### config.mk
export PLATFORM = sky130hd
export DESIGN_NAME = ula_arbitro
export DESIGN_NICKNAME = d
export VERILOG_FILES = /design/src/rtl/ula_arbitro.sv
export SDC_FILE = /design/constraint.sdc
export NUM_CORES = 1
export LEC_CHECK = 0
export ABC_AREA = 1
export CAP_MARGIN = 25
export CORE_ASPECT_RATIO = 1.5
export CORE_UTILIZATION = 26
export DETAILED_ROUTE_END_ITERATION = 10
export PLACE_DENSITY = 0.57
export SYNTH_ARGS = -nofsm -noshare
export SYNTH_HDL_FRONTEND = slang
export SYNTH_SLANG_ARGS = --single-unit
### constraint.sdc
create_clock -name ck -period 1.4 [get_ports ck]
set_clock_uncertainty 0.2 [all_clocks]
set_input_delay 0.28 -clock ck [delete_from_list [all_inputs] [get_ports ck]]
set_output_delay 0.28 -clock ck [all_outputs]
set_load 0.1 [all_outputs]
### src/rtl/ula_arbitro.sv
// Two-requester front end for a shared ula with a two-register latency.
// Grants round-robin, latches the winner's operands, sequences the four-state
// LOAD/EXEC/CAPT pipeline and returns the result with a one-cycle done pulse.
module ula_arbitro (
    input  logic       ck,
    input  logic       rst,
    input  logic       req0,
    input  logic [2:0] op0,
    input  logic [7:0] a0,
    input  logic [7:0] b0,
    input  logic       req1,
    input  logic [2:0] op1,
    input  logic [7:0] a1,
    input  logic [7:0] b1,
    output logic       ack0,
    output logic       ack1,
    output logic       done0,
    output logic       done1,
    output logic [7:0] res,
    output logic [7:0] ula_A,
    output logic [7:0] ula_B,
    output logic [2:0] ula_op,
    input  logic [7:0] ula_S,
    output logic       busy
);

    typedef enum logic [1:0] {StIdle, StLoad, StExec, StCapt} state_t;

    state_t     state_q, state_d;
    logic [2:0] op_q;
    logic [7:0] a_q, b_q;
    logic [7:0] res_q;
    logic       gnt_q;   // requester owning the in-flight operation
    logic       last_q;  // requester granted most recently
    logic       done0_q, done1_q;
    logic       any_req;
    logic       win;
    logic       grant;

    // Round-robin winner: a tie goes to the requester not granted last.
    always_comb begin
        any_req = req0 | req1;
        win     = (req0 && req1) ? ~last_q : req1;
        grant   = (state_q == StIdle) && any_req;
    end

    // State register.
    always_ff @(posedge ck) begin
        if (rst) begin
            state_q <= StIdle;
        end else begin
            state_q <= state_d;
        end
    end

    // Next-state logic: only IDLE waits, the rest advance unconditionally.
    always_comb begin
        state_d = state_q;
        case (state_q)
            StIdle:  if (any_req) state_d = StLoad;
            StLoad:  state_d = StExec;
            StExec:  state_d = StCapt;
            StCapt:  state_d = StIdle;
            default: state_d = StIdle;
        endcase
    end

    // Operand latch on grant, result capture and done pulse at end of CAPT.
    always_ff @(posedge ck) begin
        if (rst) begin
            op_q    <= 3'b000;
            a_q     <= 8'h00;
            b_q     <= 8'h00;
            gnt_q   <= 1'b0;
            last_q  <= 1'b1;
            res_q   <= 8'h00;
            done0_q <= 1'b0;
            done1_q <= 1'b0;
        end else begin
            done0_q <= 1'b0;
            done1_q <= 1'b0;
            if (grant) begin
                gnt_q  <= win;
                last_q <= win;
                op_q   <= win ? op1 : op0;
                a_q    <= win ? a1 : a0;
                b_q    <= win ? b1 : b0;
            end
            if (state_q == StCapt) begin
                res_q   <= ula_S;
                done0_q <= ~gnt_q;
                done1_q <= gnt_q;
            end
        end
    end

    // Outputs: ack is the LOAD cycle of the owner; ula inputs come from the latch.
    always_comb begin
        ack0   = (state_q == StLoad) && !gnt_q;
        ack1   = (state_q == StLoad) && gnt_q;
        busy   = (state_q != StIdle);
        done0  = done0_q;
        done1  = done1_q;
        res    = res_q;
        ula_A  = a_q;
        ula_B  = b_q;
        ula_op = op_q;
    end

endmodule

==> results.sh <==
export IMPL_die_area_um2=6326
export IMPL_num_rows=34
export IMPL_yosys_area_top_type_share_pct=42.31
export IMPL_drive_gt1_share_pct=35.01
export IMPL_yosysMostFrequentCell="nor2_1"
export IMPL_maxCapViolations=0
export IMPL_p_leak_nw=1.496
export IMPL_start_util_pct=26.99
export IMPL_grt_pass1_vias=1792
export IMPL_design_area_um2=3251
export IMPL_max_stage_delay_ns=0.34
export IMPL_clkTransAtPathRegs_ns=0.07
export IMPL_drtAntennaViolNets=0
export IMPL_synth_commonest_cells="nor2_1 (79), nand2_1 (44), dfxtp_1 (33), inv_1 (25), o21ai_0 (20)"
export IMPL_crit_chain="buf_12, ha_4, nand2_4, clkinvlp_4, buf_12"
export IMPL_insertion_delay_ns=0.28
export IMPL_cts_buffer_depth=2
export IMPL_gp_congestion=0.7707
export IMPL_period_needed_ns=1.724
export IMPL_antenna_found_initial=0
export IMPL_worstSetupEndpointType="output pin"
export IMPL_cellPowerDensity_nw_per_um2=2205
export IMPL_synthDistinctLibCells=20
export IMPL_finalMaxSlewViolations=0
export IMPL_ys_flop_type="dfxtp_1"
export IMPL_status="finished, violations left"
export IMPL_grt_pass1_wl_mm=8.010
export IMPL_timing_final_hold_violations=0
export IMPL_violations="negative setup slack"
export IMPL_dp_hpwl_mm=3.179
export IMPL_register_area_um2=696.9
export IMPL_crit_family="buffers and inverters"
export IMPL_synth_seq_cells=33
export IMPL_post_place_cells=391
export IMPL_synth_edff_count=0
export IMPL_syn_avg_cell_area_um2=6.589
export IMPL_reg2reg_depth=10
export IMPL_peakVddDrop_mv=1.187
export IMPL_cp_arrival_ns=1.24
export IMPL_path_class="register to output pin"
export IMPL_antenna_cells=0
export IMPL_fmax_mhz=580.2
export IMPL_portBuffers=81
export IMPL_fillers=551
export IMPL_cts_root_buf="clkbuf_8"
export IMPL_fp_coreArea_um2=5786
export IMPL_yosysSeqAreaShare_pct=42.31
export IMPL_drtIter0Drc=30
export IMPL_start_kind="register"
export IMPL_grt_total_usage_pct=16.27
export IMPL_worstPathMaxFanout=2
export IMPL_post_synth_top_area_cell="dfxtp_1"
export IMPL_cts_tree="built"
export IMPL_synthArstFlopShare_pct=0
export IMPL_synth_cell_area_um2=1561
export IMPL_placed_cell_area_um2=2927
export IMPL_synth_area_leaders="dfxtp_1 (42%), nor2_1 (19%), nand2_1 (11%)"
export IMPL_path_buf_inv=3
export IMPL_die_h_um=96.92
export IMPL_ios=82
export IMPL_setup_viol=23
export IMPL_slew_headroom_pct=81.55
export IMPL_wl_per_cell_um=11.54
export IMPL_numCtsBuffers=5
export IMPL_firstDrtPassIters=4
export IMPL_final_cell_count_no_fill=409
export IMPL_fin_crit_sh_pct=123.1
export IMPL_cts_sinks=33
export IMPL_area_delta_synth_final_pct=108.2
export IMPL_fin_setup_tns_ns=-5.589
export IMPL_tightest_slew_ns=0.2763
export IMPL_htreeDepth=2
export IMPL_critical_path_depth=5
export IMPL_postSynthCellCount=237
export IMPL_multi_input_area_um2=824.5
export IMPL_whs_ns=0.2969
export IMPL_crit_top_cell="buf_12"
export IMPL_drt_total_wl_mm=4.718
export IMPL_synth_fp_nets=292
export IMPL_vias_per_cell=4.249
export IMPL_dr_total_vias=1738
export IMPL_nNetsFinal=391
export IMPL_drc_errors=0
export IMPL_fin_ws_ns=-0.3236
export IMPL_crit_slowest_cell="dfxtp_2"
export IMPL_yosys_warnings=0
export IMPL_min_path_cells=2
export IMPL_grt_overflow_total=0
export IMPL_hp_class="register to register"
export IMPL_required_ns=0.92
export IMPL_die_w_um=65.28
export IMPL_rsz0062_at_grt="yes"
export IMPL_totalPowerFinal_mw=7.167
export IMPL_grt_start_max_net_pins=39
flip-flops by register name, indices dropped and copies added, names as in the netlist:
name and flops:
done0 1, done1 1, gnt_q 1, last_q 1, res 8, state_q 2, ula_A 8, ula_B 8
ula_op 3
report_power, final:
| group | internal (mW) | switching (mW) |
|---|---|---|
| sequential | 1.26 | 0.287 |
| combinational | 2.04 | 2.88 |
| clock | 0.343 | 0.362 |
| total | 3.64 | 3.52 |
stage by stage:
| stage | setup WS (ns) | util [%] |
|---|---|---|
| after floorplan | -0.1359 | - |
| after global routing | -0.3629 | 56.19 |
| final | -0.3236 | 56.19 |
| after detailed placement | -0.3752 | 50.58 |
| after global placement | -0.3314 | 50.58 |
| after CTS | -0.3223 | 57.22 |
repair_timing:
item | CTS | global route
hold buffers | 0 | 0
gates resized for setup | 36 | 5
gates cloned | 4 | 0
buffers inserted | 8 | 1
pin swaps | 11 | 13
setup endpoints to repair | 32 | 33
path summary, 6_finish.rpt:
check        startpoint       end  slack [ns]
min              last_q    last_q        0.30
max          state_q[0]      ack1       -0.32
max reg2reg  state_q[0]  ula_A[5]       -0.29
min reg2reg      last_q    last_q        0.30
tightest hold or removal path, cell delays in order, from the launching register on:
cell and delay [ns]:
dfxtp_1 0.33, nand2_1 0.06, nand3_1 0.06
layer usage:
layer	track usage [%]	wire length [µm]	vias to the layer above
li1	-	-	909
met1	16.47	1758	773
met2	30.93	2653	45
met3	3.066	164	11
met4	6.689	142	0
met5	0	0	-
final cells by class:
type                       instances  area share [%]
clock buffer                       5           2.117
timing repair buffer             104           43.96
inverter                          27           3.811
tap                               72           2.771
clock inverter                     3          0.5389
sequential                        33           21.44
multi-input combinational        165           25.37
kinds of logic after synthesis:
logic type / after synthesis / share of synthesized area [%]
fa+ha+maj: 5 / 4.006
compound gates: 31 / 9.936
simple gates: 129 / 31.73
buf+inv: 39 / 12.02
flops: 33 / 42.31
layout by cell type (no fill, tap or decap), drive strengths merged:
master	count
nor3	1
clkbuf	5
nor2	80
o21ai	30
dfxtp	33
clkdlybuf4s50	49
nand2	44
ha	5
buf	55
nand3	2
and3	1
clkinv	3
a21oi	1
inv	25
or2	1
clkinvlp	2
Power figures use the tool's default switching activity.
